===== config.mk =====
export PLATFORM = sky130hd
export DESIGN_NAME = slc3_mem_image_rom
export DESIGN_NICKNAME = d
export VERILOG_FILES = /design/src/rtl/slc3_mem_pkg.sv /design/src/rtl/slc3_mem_image_rom.sv
export SDC_FILE = /design/constraint.sdc
export NUM_CORES = 1
export LEC_CHECK = 0
export ABC_AREA = 1
export CORE_UTILIZATION = 45
export DETAILED_ROUTE_END_ITERATION = 12
export GPL_ROUTABILITY_DRIVEN = 0
export PLACE_DENSITY = 0.79
export SLEW_MARGIN = 10
export SYNTH_ARGS = -nofsm -noshare
export SYNTH_HDL_FRONTEND = slang
export SYNTH_SLANG_ARGS = --single-unit

===== constraint.sdc =====
create_clock -name vclk -period 2.2
set_input_delay 0.66 -clock vclk [all_inputs]
set_output_delay 0.66 -clock vclk [all_outputs]
set_load 0.01 [all_outputs]

===== src/rtl/slc3_mem_pkg.sv =====
// Shared types and the boot program image for the SLC-3 on-chip SRAM model.
package slc3_mem_pkg;

  typedef enum logic [1:0] {
    S_RESET = 2'd0,
    S_INIT  = 2'd1,
    S_READY = 2'd2
  } sram_state_t;

  localparam int ADDR_W_DEF     = 10;
  localparam int INIT_WORDS_DEF = 32;
  localparam int IMAGE_MAX      = 64;
  localparam int IMAGE_AW       = 6;

  // Words 32..63 are only loaded when INIT_WORDS is raised past the default.
  localparam logic [15:0] PROGRAM_IMAGE [IMAGE_MAX] = '{
    16'h5020, 16'h1021, 16'h1021, 16'h0BFE, 16'h3200, 16'h2201, 16'hF025, 16'h0000,
    16'h1222, 16'h1DBF, 16'h6180, 16'h7181, 16'h9FFF, 16'h5A47, 16'h0401, 16'h0E03,
    16'h3001, 16'h4002, 16'hA003, 16'hB004, 16'hC1C0, 16'hD005, 16'hE006, 16'hF021,
    16'h1234, 16'h5678, 16'h9ABC, 16'hDEF0, 16'h0F0F, 16'hF0F0, 16'h55AA, 16'hAA55,
    16'hDEAD, 16'hBEEF, 16'hCAFE, 16'hF00D, 16'h1111, 16'h2222, 16'h3333, 16'h4444,
    16'h5555, 16'h6666, 16'h7777, 16'h8888, 16'h9999, 16'hAAAA, 16'hBBBB, 16'hCCCC,
    16'h0102, 16'h0304, 16'h0506, 16'h0708, 16'h090A, 16'h0B0C, 16'h0D0E, 16'h0F10,
    16'hFEDC, 16'hBA98, 16'h7654, 16'h3210, 16'hA5A5, 16'h5A5A, 16'hC3C3, 16'h3C3C
  };

endpackage


===== src/rtl/slc3_mem_image_rom.sv =====
// Combinational lookup of the self-load word for a given memory index.
module slc3_mem_image_rom
  import slc3_mem_pkg::*;
#(
  parameter int ADDR_W     = ADDR_W_DEF,
  parameter int INIT_WORDS = INIT_WORDS_DEF
) (
  input  logic [ADDR_W-1:0] idx,
  output logic [15:0]       word
);

  logic [IMAGE_AW-1:0] sel;

  always_comb begin
    sel  = IMAGE_AW'(idx);
    word = 16'h0000;
    // Guard against IMAGE_MAX too, so an oversized INIT_WORDS zero-fills.
    if (int'(idx) < INIT_WORDS && int'(idx) < IMAGE_MAX)
      word = PROGRAM_IMAGE[sel];
  end

endmodule


==> impl_metrics.prom, run 1 <==
# TYPE chip_impl_metric gauge
chip_impl_metric{name="netlist_area",unit="sq um"} 782
chip_impl_metric{name="post_synth_inst_count",unit=""} 160
chip_impl_metric{name="postSynthAreaPerCell",unit="sq um"} 4.89
chip_impl_metric{name="post-cts-setup-buffers",unit=""} 11
chip_impl_metric{name="postCtsResizedCells",unit=""} 173
chip_impl_metric{name="die_w",unit="microns"} 43.7
chip_impl_metric{name="yosysUniqueCellTypes",unit=""} 17
chip_impl_info{name="firstError",value="[ERROR DPL-0033] detailed placement checks failed during check placement."} 1
chip_impl_metric{name="die_y",unit="microns"} 43.7
chip_impl_metric{name="placement.io_buffers",unit=""} 26
chip_impl_metric{name="post_dp_cell_area",unit="sq um"} 1250
chip_impl_info{name="synthDominantAreaCellType",value="sky130_fd_sc_hd__nand2_1"} 1
chip_impl_info{name="haltStage",value="clock tree synthesis (4_1_cts)"} 1
chip_impl_metric{name="dp.final_hpwl",unit="microns"} 2140
chip_impl_metric{name="floorplan.initialDensity",unit=""} 0.502
chip_impl_metric{name="ctsHoldBuffers",unit=""} 0
chip_impl_info{name="status",value="stopped before the end"} 1
chip_impl_info{name="synthTopCellsByArea",value="sky130_fd_sc_hd__nand2_1 (26%), sky130_fd_sc_hd__nand3_1 (16%), sky130_fd_sc_hd__ha_1 (13%)"} 1
chip_impl_metric{name="yosys_warnings",unit=""} 0
chip_impl_metric{name="synth_top_area_share",unit=""} 0.259
chip_impl_metric{name="io_pins",unit=""} 26
chip_impl_metric{name="yosysSeqAreaShare",unit=""} 0
chip_impl_metric{name="synth_fp_nets",unit=""} 178
chip_impl_metric{name="num_rows",unit=""} 14
per-stage QoR:
step | worst slack, ns | util | instances
floorplan | 0.000259 | - | 160
global placement | -1.12 | 0.804 | 222
detailed placement | -1.18 | 0.804 | 222
Yosys cell counts:
cell and n:
sky130_fd_sc_hd__inv_1 13, sky130_fd_sc_hd__nand2_4 1, sky130_fd_sc_hd__buf_4 1, sky130_fd_sc_hd__buf_2 3, sky130_fd_sc_hd__buf_6 3, sky130_fd_sc_hd__inv_4 1
sky130_fd_sc_hd__nand2_2 2, sky130_fd_sc_hd__nor2_1 22, sky130_fd_sc_hd__nor2_2 2, sky130_fd_sc_hd__ha_1 8, sky130_fd_sc_hd__nor3_1 2, sky130_fd_sc_hd__nand2_1 54
sky130_fd_sc_hd__nand3_1 25, sky130_fd_sc_hd__o21ai_0 4, sky130_fd_sc_hd__or2_2 1, sky130_fd_sc_hd__inv_2 2, sky130_fd_sc_hd__a21oi_1 16
logic make-up after synthesis:
group / count (synthesis) / synth area share
adder cells (fa/ha/maj): 8 / 0.128
buffers and inverters: 23 / 0.152
AND/OR/NAND/NOR: 109 / 0.592
AO/OA/AOI/OAI: 20 / 0.128
==> run 2: changes to the inputs <==
--- a/config.mk
+++ b/config.mk
@@ -6,10 +6,11 @@
 export NUM_CORES = 1
 export LEC_CHECK = 0
 export ABC_AREA = 1
-export CORE_UTILIZATION = 45
+export CORE_AREA = 2 2 63 65
 export DETAILED_ROUTE_END_ITERATION = 12
+export DIE_AREA = 0 0 65 67
 export GPL_ROUTABILITY_DRIVEN = 0
-export PLACE_DENSITY = 0.79
+export PLACE_DENSITY_LB_ADDON = 0.15
 export SLEW_MARGIN = 10
 export SYNTH_ARGS = -nofsm -noshare
 export SYNTH_HDL_FRONTEND = slang
==> impl_metrics.prom, run 2 <==
# TYPE chip_impl_metric gauge
chip_impl_info{name="status",value="complete, but fails checks"} 1
chip_impl_info{name="failed_checks",value="negative setup slack"} 1
chip_impl_metric{name="finalSetupTns",unit="ns"} -2.57
chip_impl_metric{name="finalWorstPathRequiredPeriod",unit="ns"} 2.42
chip_impl_metric{name="io_pins",unit=""} 26
chip_impl_metric{name="critPathArrivalTime",unit="ns"} 1.76
chip_impl_metric{name="post-route-period-util",unit=""} 1.10
chip_impl_info{name="synth_top_family_by_area",value="simple AND/OR/NAND/NOR gates"} 1
chip_impl_metric{name="final_cells",unit=""} 264
chip_impl_info{name="crit_type",value="in2out"} 1
chip_impl_metric{name="timing.slew.headroom",unit=""} 0.847
chip_impl_metric{name="final.fill_count",unit=""} 379
chip_impl_metric{name="grt.total_usage",unit=""} 0.179
chip_impl_metric{name="power",unit="mW"} 0.298
chip_impl_metric{name="leftover_overflow_at_the_end_of_global_routing",unit=""} 0
chip_impl_metric{name="worst_pin_slew",unit="ns"} 0.230
chip_impl_metric{name="final.clkbuf_count",unit=""} 0
chip_impl_metric{name="drt-vias-per-instance",unit=""} 4.73
chip_impl_metric{name="detailedRoute.firstIterationViolations",unit=""} 34
chip_impl_metric{name="timing.critical_path.required",unit="ns"} 1.54
chip_impl_info{name="timing.critical_path.max_delay_family",value="buffers and inverters"} 1
chip_impl_info{name="worst_setup_path_startpoint",value="idx[0]"} 1
chip_impl_metric{name="dp.final_hpwl",unit="microns"} 2520
chip_impl_metric{name="post_synth_fa_ha_maj_area_fraction",unit=""} 0.128
chip_impl_info{name="hp-start",value="idx[2]"} 1
chip_impl_metric{name="max_cap_violations",unit=""} 0
chip_impl_info{name="cpMaxStageDelayCell",value="sky130_fd_sc_hd__ha_4"} 1
chip_impl_metric{name="seqCellArea",unit="sq um"} 0
chip_impl_metric{name="final_critical_path_setup_slack",unit="ns"} -0.222
chip_impl_metric{name="die_y",unit="microns"} 67
chip_impl_metric{name="timing.final.setup_violations",unit=""} 16
chip_impl_metric{name="timing.hold.ws",unit="ns"} 1.87
chip_impl_metric{name="yosys-mux-area-fraction",unit=""} 0
chip_impl_metric{name="cpPeakStageDelay",unit="ns"} 0.35
chip_impl_info{name="worst_hold_path_type",value="in2out"} 1
chip_impl_metric{name="yosys.area_share.xor_xnor",unit=""} 0
chip_impl_metric{name="placement.io_buffers",unit=""} 26
chip_impl_info{name="commonest_non_fill_non_tap_cell_in_the_layout",value="sky130_fd_sc_hd__nand2_1"} 1
chip_impl_metric{name="final-hold-violation-count",unit=""} 0
chip_impl_metric{name="floorplan.initialDensity",unit=""} 0.217
chip_impl_metric{name="yosys_warnings",unit=""} 0
chip_impl_metric{name="flow.area_growth_from_synthesis",unit="%"} 111
chip_impl_info{name="critical_path_cell_sequence",value="buf_8 -> clkinvlp_4 -> ha_4 -> inv_4 -> nand3_4 -> nand2_4 -> inv_2 -> nand2_2 -> a21oi_2 -> buf_2"} 1
chip_impl_metric{name="vdd_drop_max",unit="mV"} 0.0590
chip_impl_metric{name="power_density",unit="nW/um^2"} 180
chip_impl_metric{name="netlist_area",unit="sq um"} 782
chip_impl_metric{name="yosysSeqAreaShare",unit=""} 0
chip_impl_metric{name="synth-compound-area-share",unit=""} 0.128
chip_impl_metric{name="synth_top_area_share",unit=""} 0.259
chip_impl_metric{name="sequential_cell_total",unit=""} 0
chip_impl_metric{name="place_inst",unit=""} 256
chip_impl_metric{name="core_area",unit="sq um"} 3610
chip_impl_metric{name="drt_wl_cell",unit="microns"} 14.1
chip_impl_metric{name="ctsHoldBuffers",unit=""} 0
chip_impl_metric{name="die_w",unit="microns"} 65
chip_impl_metric{name="drc",unit=""} 0
chip_impl_metric{name="final_util",unit=""} 0.458
chip_impl_info{name="start_kind",value="input port"} 1
chip_impl_metric{name="yosysUniqueCellTypes",unit=""} 17
chip_impl_info{name="ys_top_cells_by_count",value="sky130_fd_sc_hd__nand2_1 (54), sky130_fd_sc_hd__nand3_1 (25), sky130_fd_sc_hd__nor2_1 (22)"} 1
chip_impl_info{name="synthTopCellsByArea",value="sky130_fd_sc_hd__nand2_1 (26%), sky130_fd_sc_hd__nand3_1 (16%), sky130_fd_sc_hd__ha_1 (13%)"} 1
chip_impl_metric{name="num_rows",unit=""} 22
chip_impl_metric{name="die_area",unit="sq um"} 4360
chip_impl_info{name="critical_path.endpoint_type",value="primary output"} 1
chip_impl_info{name="yosys.cell_count.top_type",value="sky130_fd_sc_hd__nand2_1"} 1
chip_impl_metric{name="postSynthAreaPerCell",unit="sq um"} 4.89
chip_impl_metric{name="initial_antenna_violation_count",unit=""} 0
chip_impl_metric{name="post_dp_cell_area",unit="sq um"} 1310
chip_impl_metric{name="number_of_nets_still_failing_antenna_checks_after_routing",unit=""} 0
chip_impl_metric{name="count_of_antenna_diodes_in_the_layout",unit=""} 0
chip_impl_metric{name="nNetsFinal",unit=""} 236
chip_impl_metric{name="cp_max_fo",unit=""} 4
chip_impl_metric{name="maxSlewViolCount",unit=""} 0
chip_impl_info{name="synthDominantAreaCellType",value="sky130_fd_sc_hd__nand2_1"} 1
chip_impl_info{name="grt_setup_unrepaired",value="yes"} 1
chip_impl_info{name="mostFrequentLayoutCells",value="sky130_fd_sc_hd__nand2_1 (33), sky130_fd_sc_hd__buf_4 (25), sky130_fd_sc_hd__nand3_1 (17)"} 1
chip_impl_metric{name="cp.buffers_inverters",unit=""} 5
chip_impl_metric{name="drt-total-wl",unit="microns"} 3720
chip_impl_metric{name="drive_gt1_frac",unit=""} 0.611
chip_impl_metric{name="post_synth_inst_count",unit=""} 160
chip_impl_metric{name="dp_worst_setup_slack",unit="ns"} -1.23
chip_impl_metric{name="grt_start_max_net_pins",unit=""} 13
chip_impl_metric{name="synth_fp_nets",unit=""} 178
chip_impl_metric{name="p_leak",unit="nW"} 0.777
chip_impl_metric{name="final_design_area_no_fill",unit="sq um"} 1650
chip_impl_metric{name="detailroute.via_count",unit=""} 1249
chip_impl_metric{name="first_global_vias",unit=""} 1323
chip_impl_metric{name="maxClockFrequency",unit="GHz"} 0.413
chip_impl_metric{name="post_synth_simple_gate_area",unit=""} 0.592
chip_impl_metric{name="first_pass_iters",unit=""} 4
chip_impl_metric{name="global_route_wire_length_before_repair",unit="microns"} 6150
run 2: cell counts after synthesis:
Identical to the previous run, type by type.
run 2: path summary, 6_finish.rpt:
kind,depth (start not counted),endpoint,slack [ns]
max,10,word[12],-0.22
min,6,word[7],1.87
run 2: timing repair:
action	4_1_cts	5_1_grt
resized for setup	158	29
setup buffers	8	0
cloned	1	0
pin swaps	39	9
setup endpoints to repair	16	16
run 2: cells by family (layout without fill, tap and decap cells):
group,after synthesis,in the layout
simple gates,109,109
buf+inv,23,79
compound gates,20,20
fa+ha+maj,8,8
run 2: final cells by class:
cell class / count / area (sq um) / area share
multi-input combinational: 137 / 982 / 0.594
timing repair buffer: 63 / 532 / 0.322
tap: 48 / 60.1 / 0.0363
inverter: 16 / 78.8 / 0.0477
run 2: per-layer routing:
metal	track usage	vias to the layer above	part of all wire
met4	0.0585	0	0.012
met2	0.322	34	0.51
met5	0	-	0
li1	-	632	-
met1	0.224	577	0.44
met3	0.0118	6	0.033
run 2: power breakdown:
group          internal [mW]  switching [mW]
sequential                 0               0
clock                      0               0
combinational          0.136           0.162
total                  0.136           0.162
Note: power is estimated with default switching activity, not from simulation.
==> run 3: changes to the inputs <==
==> constraint.sdc (replaced) <==
create_clock -name vclk -period 2.6
set_input_delay 0.78 -clock vclk [all_inputs]
set_output_delay 0.78 -clock vclk [all_outputs]
set_load 0.01 [all_outputs]
==> impl_metrics.prom, run 3 (synthesis results as in run 2) <==
# TYPE chip_impl_metric gauge
chip_impl_info{name="status",value="finished clean"} 1
chip_impl_metric{name="final_util",unit=""} 0.371
chip_impl_metric{name="power_density",unit="nW/um^2"} 147
chip_impl_metric{name="global_route_wire_length_before_repair",unit="microns"} 5290
chip_impl_info{name="mostFrequentLayoutCells",value="sky130_fd_sc_hd__nand2_1 (40), sky130_fd_sc_hd__buf_4 (22), sky130_fd_sc_hd__nand3_1 (19)"} 1
chip_impl_metric{name="floorplan.initialDensity",unit=""} 0.217
chip_impl_info{name="hp-start",value="idx[9]"} 1
chip_impl_info{name="commonest_non_fill_non_tap_cell_in_the_layout",value="sky130_fd_sc_hd__nand2_1"} 1
chip_impl_metric{name="max_cap_violations",unit=""} 0
chip_impl_metric{name="p_leak",unit="nW"} 0.670
chip_impl_metric{name="maxSlewViolCount",unit=""} 0
chip_impl_metric{name="drc",unit=""} 0
chip_impl_metric{name="timing.final.setup_violations",unit=""} 0
chip_impl_info{name="grt_setup_unrepaired",value="yes"} 1
chip_impl_metric{name="post-route-period-util",unit=""} 0.983
chip_impl_metric{name="maxClockFrequency",unit="GHz"} 0.391
chip_impl_metric{name="final-hold-violation-count",unit=""} 0
chip_impl_metric{name="flow.area_growth_from_synthesis",unit="%"} 71.2
chip_impl_info{name="crit_type",value="in2out"} 1
chip_impl_metric{name="dp_worst_setup_slack",unit="ns"} -1.00
chip_impl_metric{name="number_of_nets_still_failing_antenna_checks_after_routing",unit=""} 0
chip_impl_info{name="hold_path_end",value="word[11]"} 1
chip_impl_metric{name="place_inst",unit=""} 252
chip_impl_metric{name="finalWorstPathRequiredPeriod",unit="ns"} 2.56
chip_impl_metric{name="final_cells",unit=""} 254
chip_impl_metric{name="die_area",unit="sq um"} 4360
chip_impl_metric{name="die_y",unit="microns"} 67
chip_impl_metric{name="grt.total_usage",unit=""} 0.147
chip_impl_metric{name="final.fill_count",unit=""} 418
chip_impl_metric{name="drt-total-wl",unit="microns"} 3230
chip_impl_metric{name="seqCellArea",unit="sq um"} 0
chip_impl_metric{name="cp_max_fo",unit=""} 4
chip_impl_metric{name="timing.slew.headroom",unit=""} 0.825
chip_impl_metric{name="dp.final_hpwl",unit="microns"} 2470
chip_impl_metric{name="timing.critical_path.required",unit="ns"} 1.82
chip_impl_metric{name="drive_gt1_frac",unit=""} 0.510
chip_impl_metric{name="worst_pin_slew",unit="ns"} 0.263
chip_impl_metric{name="vdd_drop_max",unit="mV"} 0.0329
chip_impl_metric{name="detailroute.via_count",unit=""} 1219
chip_impl_metric{name="ctsHoldBuffers",unit=""} 0
chip_impl_metric{name="count_of_antenna_diodes_in_the_layout",unit=""} 0
chip_impl_metric{name="first_pass_iters",unit=""} 4
chip_impl_metric{name="io_pins",unit=""} 26
chip_impl_metric{name="leftover_overflow_at_the_end_of_global_routing",unit=""} 0
chip_impl_metric{name="initial_antenna_violation_count",unit=""} 0
chip_impl_info{name="critical_path.endpoint_type",value="primary output"} 1
chip_impl_metric{name="min_path_cells",unit=""} 7
chip_impl_metric{name="final.clkbuf_count",unit=""} 0
chip_impl_metric{name="nNetsFinal",unit=""} 226
chip_impl_metric{name="grt_start_max_net_pins",unit=""} 12
chip_impl_metric{name="detailedRoute.firstIterationViolations",unit=""} 48
chip_impl_metric{name="drt-vias-per-instance",unit=""} 4.80
chip_impl_metric{name="sequential_cell_total",unit=""} 0
chip_impl_metric{name="num_rows",unit=""} 22
chip_impl_metric{name="drt_wl_cell",unit="microns"} 12.7
chip_impl_metric{name="placement.io_buffers",unit=""} 26
chip_impl_metric{name="power",unit="mW"} 0.197
chip_impl_metric{name="critPathArrivalTime",unit="ns"} 1.78
chip_impl_metric{name="first_global_vias",unit=""} 1140
chip_impl_info{name="worst_hold_path_type",value="in2out"} 1
chip_impl_metric{name="final_critical_path_setup_slack",unit="ns"} 0.0429
chip_impl_info{name="start_kind",value="input port"} 1
chip_impl_metric{name="die_w",unit="microns"} 65
chip_impl_metric{name="core_area",unit="sq um"} 3610
## run 3: changes by cell type in the layout (fill, tap and decap cells not counted), sizes merged
cell	before	now
inv	15	16
bufbuf	1	0
dlygate4sd2	4	0
buf	55	47
clkbuf	0	3
clkinvlp	1	0
## run 3: metal layers
layer,global-route usage,routed length [microns],share of wire,up-vias
met5,0,0,0,-
met4,0,5,0.0015,0
met3,0.0118,232,0.072,2
met2,0.272,1580,0.49,60
met1,0.197,1420,0.44,549
li1,-,-,-,608
## run 3: worst max-delay path, stage by stage
cell	delay, ns
sky130_fd_sc_hd__buf_6	0.11
sky130_fd_sc_hd__buf_4	0.14
sky130_fd_sc_hd__ha_4	0.15
sky130_fd_sc_hd__buf_4	0.13
sky130_fd_sc_hd__nand2_2	0.05
sky130_fd_sc_hd__nand3_1	0.09
sky130_fd_sc_hd__a21oi_2	0.13
sky130_fd_sc_hd__nor2_1	0.05
sky130_fd_sc_hd__buf_2	0.13
## run 3: worst max-delay path by stage
| stage | from | to | slack, ns | cells past startpoint |
|---|---|---|---|---|
| finish | idx[0] | word[14] | 0.04 | 9 |
| global route | idx[0] | word[14] | -0.01 | 9 |
| CTS | idx[0] | word[8] | 0.002 | 9 |
| detailed placement | idx[0] | word[12] | -1.00 | 10 |
| global placement | idx[0] | word[5] | -0.97 | 10 |
| floorplan | idx[0] | word[12] | 0.11 | 8 |
## run 3: area by class of cell
cell class	instances	area (sq um)	share of cell area
repair buffers	53	379	0.283
inverters	16	72.6	0.0542
multi-input cells	137	827	0.618
well taps	48	60.1	0.0449
## run 3: repair_timing
action | 4_1_cts | 5_1_grt
endpoints found under the setup margin | 16 | 16
cloned | 1 | 0
buffers inserted | 1 | 0
gates resized for setup | 123 | 41
pin swaps | 13 | 15
## run 3: metrics by stage
stage / TNS, ns / area, sq um / hold slack [ns]
finish: 0 / 1340 / 2.04
global route: -0.0311 / 1340 / 2.09
CTS: 0 / 1250 / 2.12
detailed placement: -14.69 / 1230 / 2.75
global placement: -14.25 / 1230 / 2.75
floorplan: 0 / 782 / 1.73
## run 3: power by group
part / switching [mW] / internal [mW] / leakage [nW]
clock network: 0 / 0 / 0
registers: 0 / 0 / 0
logic: 0.114 / 0.0831 / 0.670
==> run 4: changes to the inputs <==
--- a/config.mk
+++ b/config.mk
@@ -6,9 +6,10 @@
 export NUM_CORES = 1
 export LEC_CHECK = 0
 export ABC_AREA = 1
-export CORE_AREA = 2 2 63 65
+export CAP_MARGIN = 10
+export CORE_AREA = 3 3 64 66
 export DETAILED_ROUTE_END_ITERATION = 12
-export DIE_AREA = 0 0 65 67
+export DIE_AREA = 0 0 67 69
 export GPL_ROUTABILITY_DRIVEN = 0
 export PLACE_DENSITY_LB_ADDON = 0.15
 export SLEW_MARGIN = 10
==> constraint.sdc (replaced) <==
create_clock -name vclk -period 2.6
set_input_delay 0.78 -clock vclk [all_inputs]
set_output_delay 0.78 -clock vclk [all_outputs]
set_load 0.005 [all_outputs]
==> impl_metrics.prom, run 4 (synthesis results as in run 2) <==
# TYPE chip_impl_metric gauge
chip_impl_metric{name="detailedRoute.firstIterationViolations",unit=""} 93
chip_impl_metric{name="maxSlewViolCount",unit=""} 0
chip_impl_metric{name="nNetsFinal",unit=""} 247
chip_impl_metric{name="io_pins",unit=""} 26
chip_impl_metric{name="final-hold-violation-count",unit=""} 0
chip_impl_info{name="mostFrequentLayoutCells",value="sky130_fd_sc_hd__nand2_1 (36), sky130_fd_sc_hd__buf_4 (36), sky130_fd_sc_hd__nor2_1 (16), sky130_fd_sc_hd__buf_2 (16), sky130_fd_sc_hd__nand2_2 (15)"} 1
chip_impl_info{name="crit_type",value="in2out"} 1
chip_impl_metric{name="drt_wl_cell",unit="microns"} 13.3
chip_impl_metric{name="maxClockFrequency",unit="GHz"} 0.389
chip_impl_metric{name="die_w",unit="microns"} 67
chip_impl_info{name="grt_setup_unrepaired",value="yes"} 1
chip_impl_metric{name="post_dp_cell_area",unit="sq um"} 1290
chip_impl_metric{name="floorplan.initialDensity",unit=""} 0.215
chip_impl_metric{name="global_route_wire_length_before_repair",unit="microns"} 5750
chip_impl_metric{name="final.clkbuf_count",unit=""} 0
chip_impl_metric{name="first_pass_iters",unit=""} 4
chip_impl_metric{name="die_area",unit="sq um"} 4620
chip_impl_metric{name="grt_start_max_net_pins",unit=""} 14
chip_impl_metric{name="cp_max_fo",unit=""} 4
chip_impl_metric{name="power_density",unit="nW/um^2"} 148
chip_impl_metric{name="post-route-period-util",unit=""} 0.988
chip_impl_metric{name="die_y",unit="microns"} 69
chip_impl_metric{name="num_rows",unit=""} 22
chip_impl_metric{name="dp_worst_setup_slack",unit="ns"} -0.974
chip_impl_metric{name="p_leak",unit="nW"} 0.816
chip_impl_metric{name="core_area",unit="sq um"} 3630
chip_impl_metric{name="finalWorstPathRequiredPeriod",unit="ns"} 2.57
chip_impl_metric{name="first_global_vias",unit=""} 1233
chip_impl_info{name="worst_hold_path_type",value="in2out"} 1
chip_impl_metric{name="sequential_cell_total",unit=""} 0
chip_impl_metric{name="detailroute.via_count",unit=""} 1297
chip_impl_metric{name="seqCellArea",unit="sq um"} 0
chip_impl_metric{name="dp.final_hpwl",unit="microns"} 2440
chip_impl_metric{name="placement.io_buffers",unit=""} 26
chip_impl_metric{name="leftover_overflow_at_the_end_of_global_routing",unit=""} 0
chip_impl_metric{name="count_of_antenna_diodes_in_the_layout",unit=""} 0
chip_impl_metric{name="critPathArrivalTime",unit="ns"} 1.79
chip_impl_info{name="status",value="finished clean"} 1
chip_impl_metric{name="vdd_drop_max",unit="mV"} 0.0382
chip_impl_metric{name="timing.critical_path.required",unit="ns"} 1.82
chip_impl_metric{name="drc",unit=""} 0
chip_impl_metric{name="drt-vias-per-instance",unit=""} 4.72
chip_impl_metric{name="grt.total_usage",unit=""} 0.151
chip_impl_info{name="start_kind",value="input port"} 1
chip_impl_metric{name="final_critical_path_setup_slack",unit="ns"} 0.0322
chip_impl_metric{name="drive_gt1_frac",unit=""} 0.608
chip_impl_metric{name="final_design_area_no_fill",unit="sq um"} 1650
chip_impl_info{name="critical_path.endpoint_type",value="primary output"} 1
chip_impl_metric{name="max_cap_violations",unit=""} 0
chip_impl_metric{name="flow.area_growth_from_synthesis",unit="%"} 111
chip_impl_metric{name="initial_antenna_violation_count",unit=""} 0
chip_impl_metric{name="timing.final.setup_violations",unit=""} 0
chip_impl_metric{name="number_of_nets_still_failing_antenna_checks_after_routing",unit=""} 0
chip_impl_metric{name="timing.slew.headroom",unit=""} 0.849
chip_impl_metric{name="ctsHoldBuffers",unit=""} 0
chip_impl_metric{name="worst_pin_slew",unit="ns"} 0.225
chip_impl_metric{name="drt-total-wl",unit="microns"} 3670
## run 4: report_power, final
group | leakage (nW) | total [mW] | internal (mW) | switching, mW
clock | 0 | 0 | 0 | 0
combinational | 0.816 | 0.245 | 0.112 | 0.133
sequential | 0 | 0 | 0 | 0
## run 4: critical path, cell delays in order
cell and delay [ns]:
sky130_fd_sc_hd__buf_8 0.09, sky130_fd_sc_hd__inv_4 0.04, sky130_fd_sc_hd__buf_4 0.13, sky130_fd_sc_hd__ha_4 0.16, sky130_fd_sc_hd__inv_1 0.08, sky130_fd_sc_hd__nand2_4 0.08, sky130_fd_sc_hd__nand2_4 0.07, sky130_fd_sc_hd__o21ai_1 0.07
sky130_fd_sc_hd__a21oi_2 0.15, sky130_fd_sc_hd__buf_2 0.13
## run 4: metal layers
metal	vias to the layer above	GRT usage	share of wire
met4	0	0.0203	0.015
met5	-	0	0
met1	599	0.221	0.43
met2	45	0.248	0.50
li1	647	-	-
met3	6	0.00326	0.049
## run 4: final cells by class
| class | count | area (sq um) |
|---|---|---|
| Fill cell | 394 | 1980 |
| Timing Repair inverter | 1 | 7.51 |
| Tap cell | 48 | 60.1 |
| Multi-Input combinational cell | 137 | 922 |
| Inverter | 16 | 90.1 |
| Timing Repair Buffer | 73 | 571 |
## run 4: metrics by stage
stage                     total power, mW   util  cells  TNS [ns]  hold slack, ns
after floorplan                    0.0932      -    160         0            1.71
after global placement              0.174  0.356    260    -13.75            2.71
after detailed placement            0.172  0.356    260    -14.25            2.71
after CTS                           0.210  0.412    271         0            2.22
after global routing                0.266  0.454    275    -0.114            2.18
final                               0.245  0.454    275         0            2.11
## run 4: repair_timing
item                       4_1_cts  5_1_grt
gates resized for setup        144       49
pin swaps                       24       26
buffers inserted                11        2
gates cloned                     1        2
setup endpoints to repair       16       16
## run 4: final timing paths
| kind | start | slack, ns | endpoint | depth (start not counted) |
|---|---|---|---|---|
| hold / removal | idx[9] | 2.11 | word[6] | 8 |
| setup / recovery | idx[1] | 0.03 | word[13] | 10 |
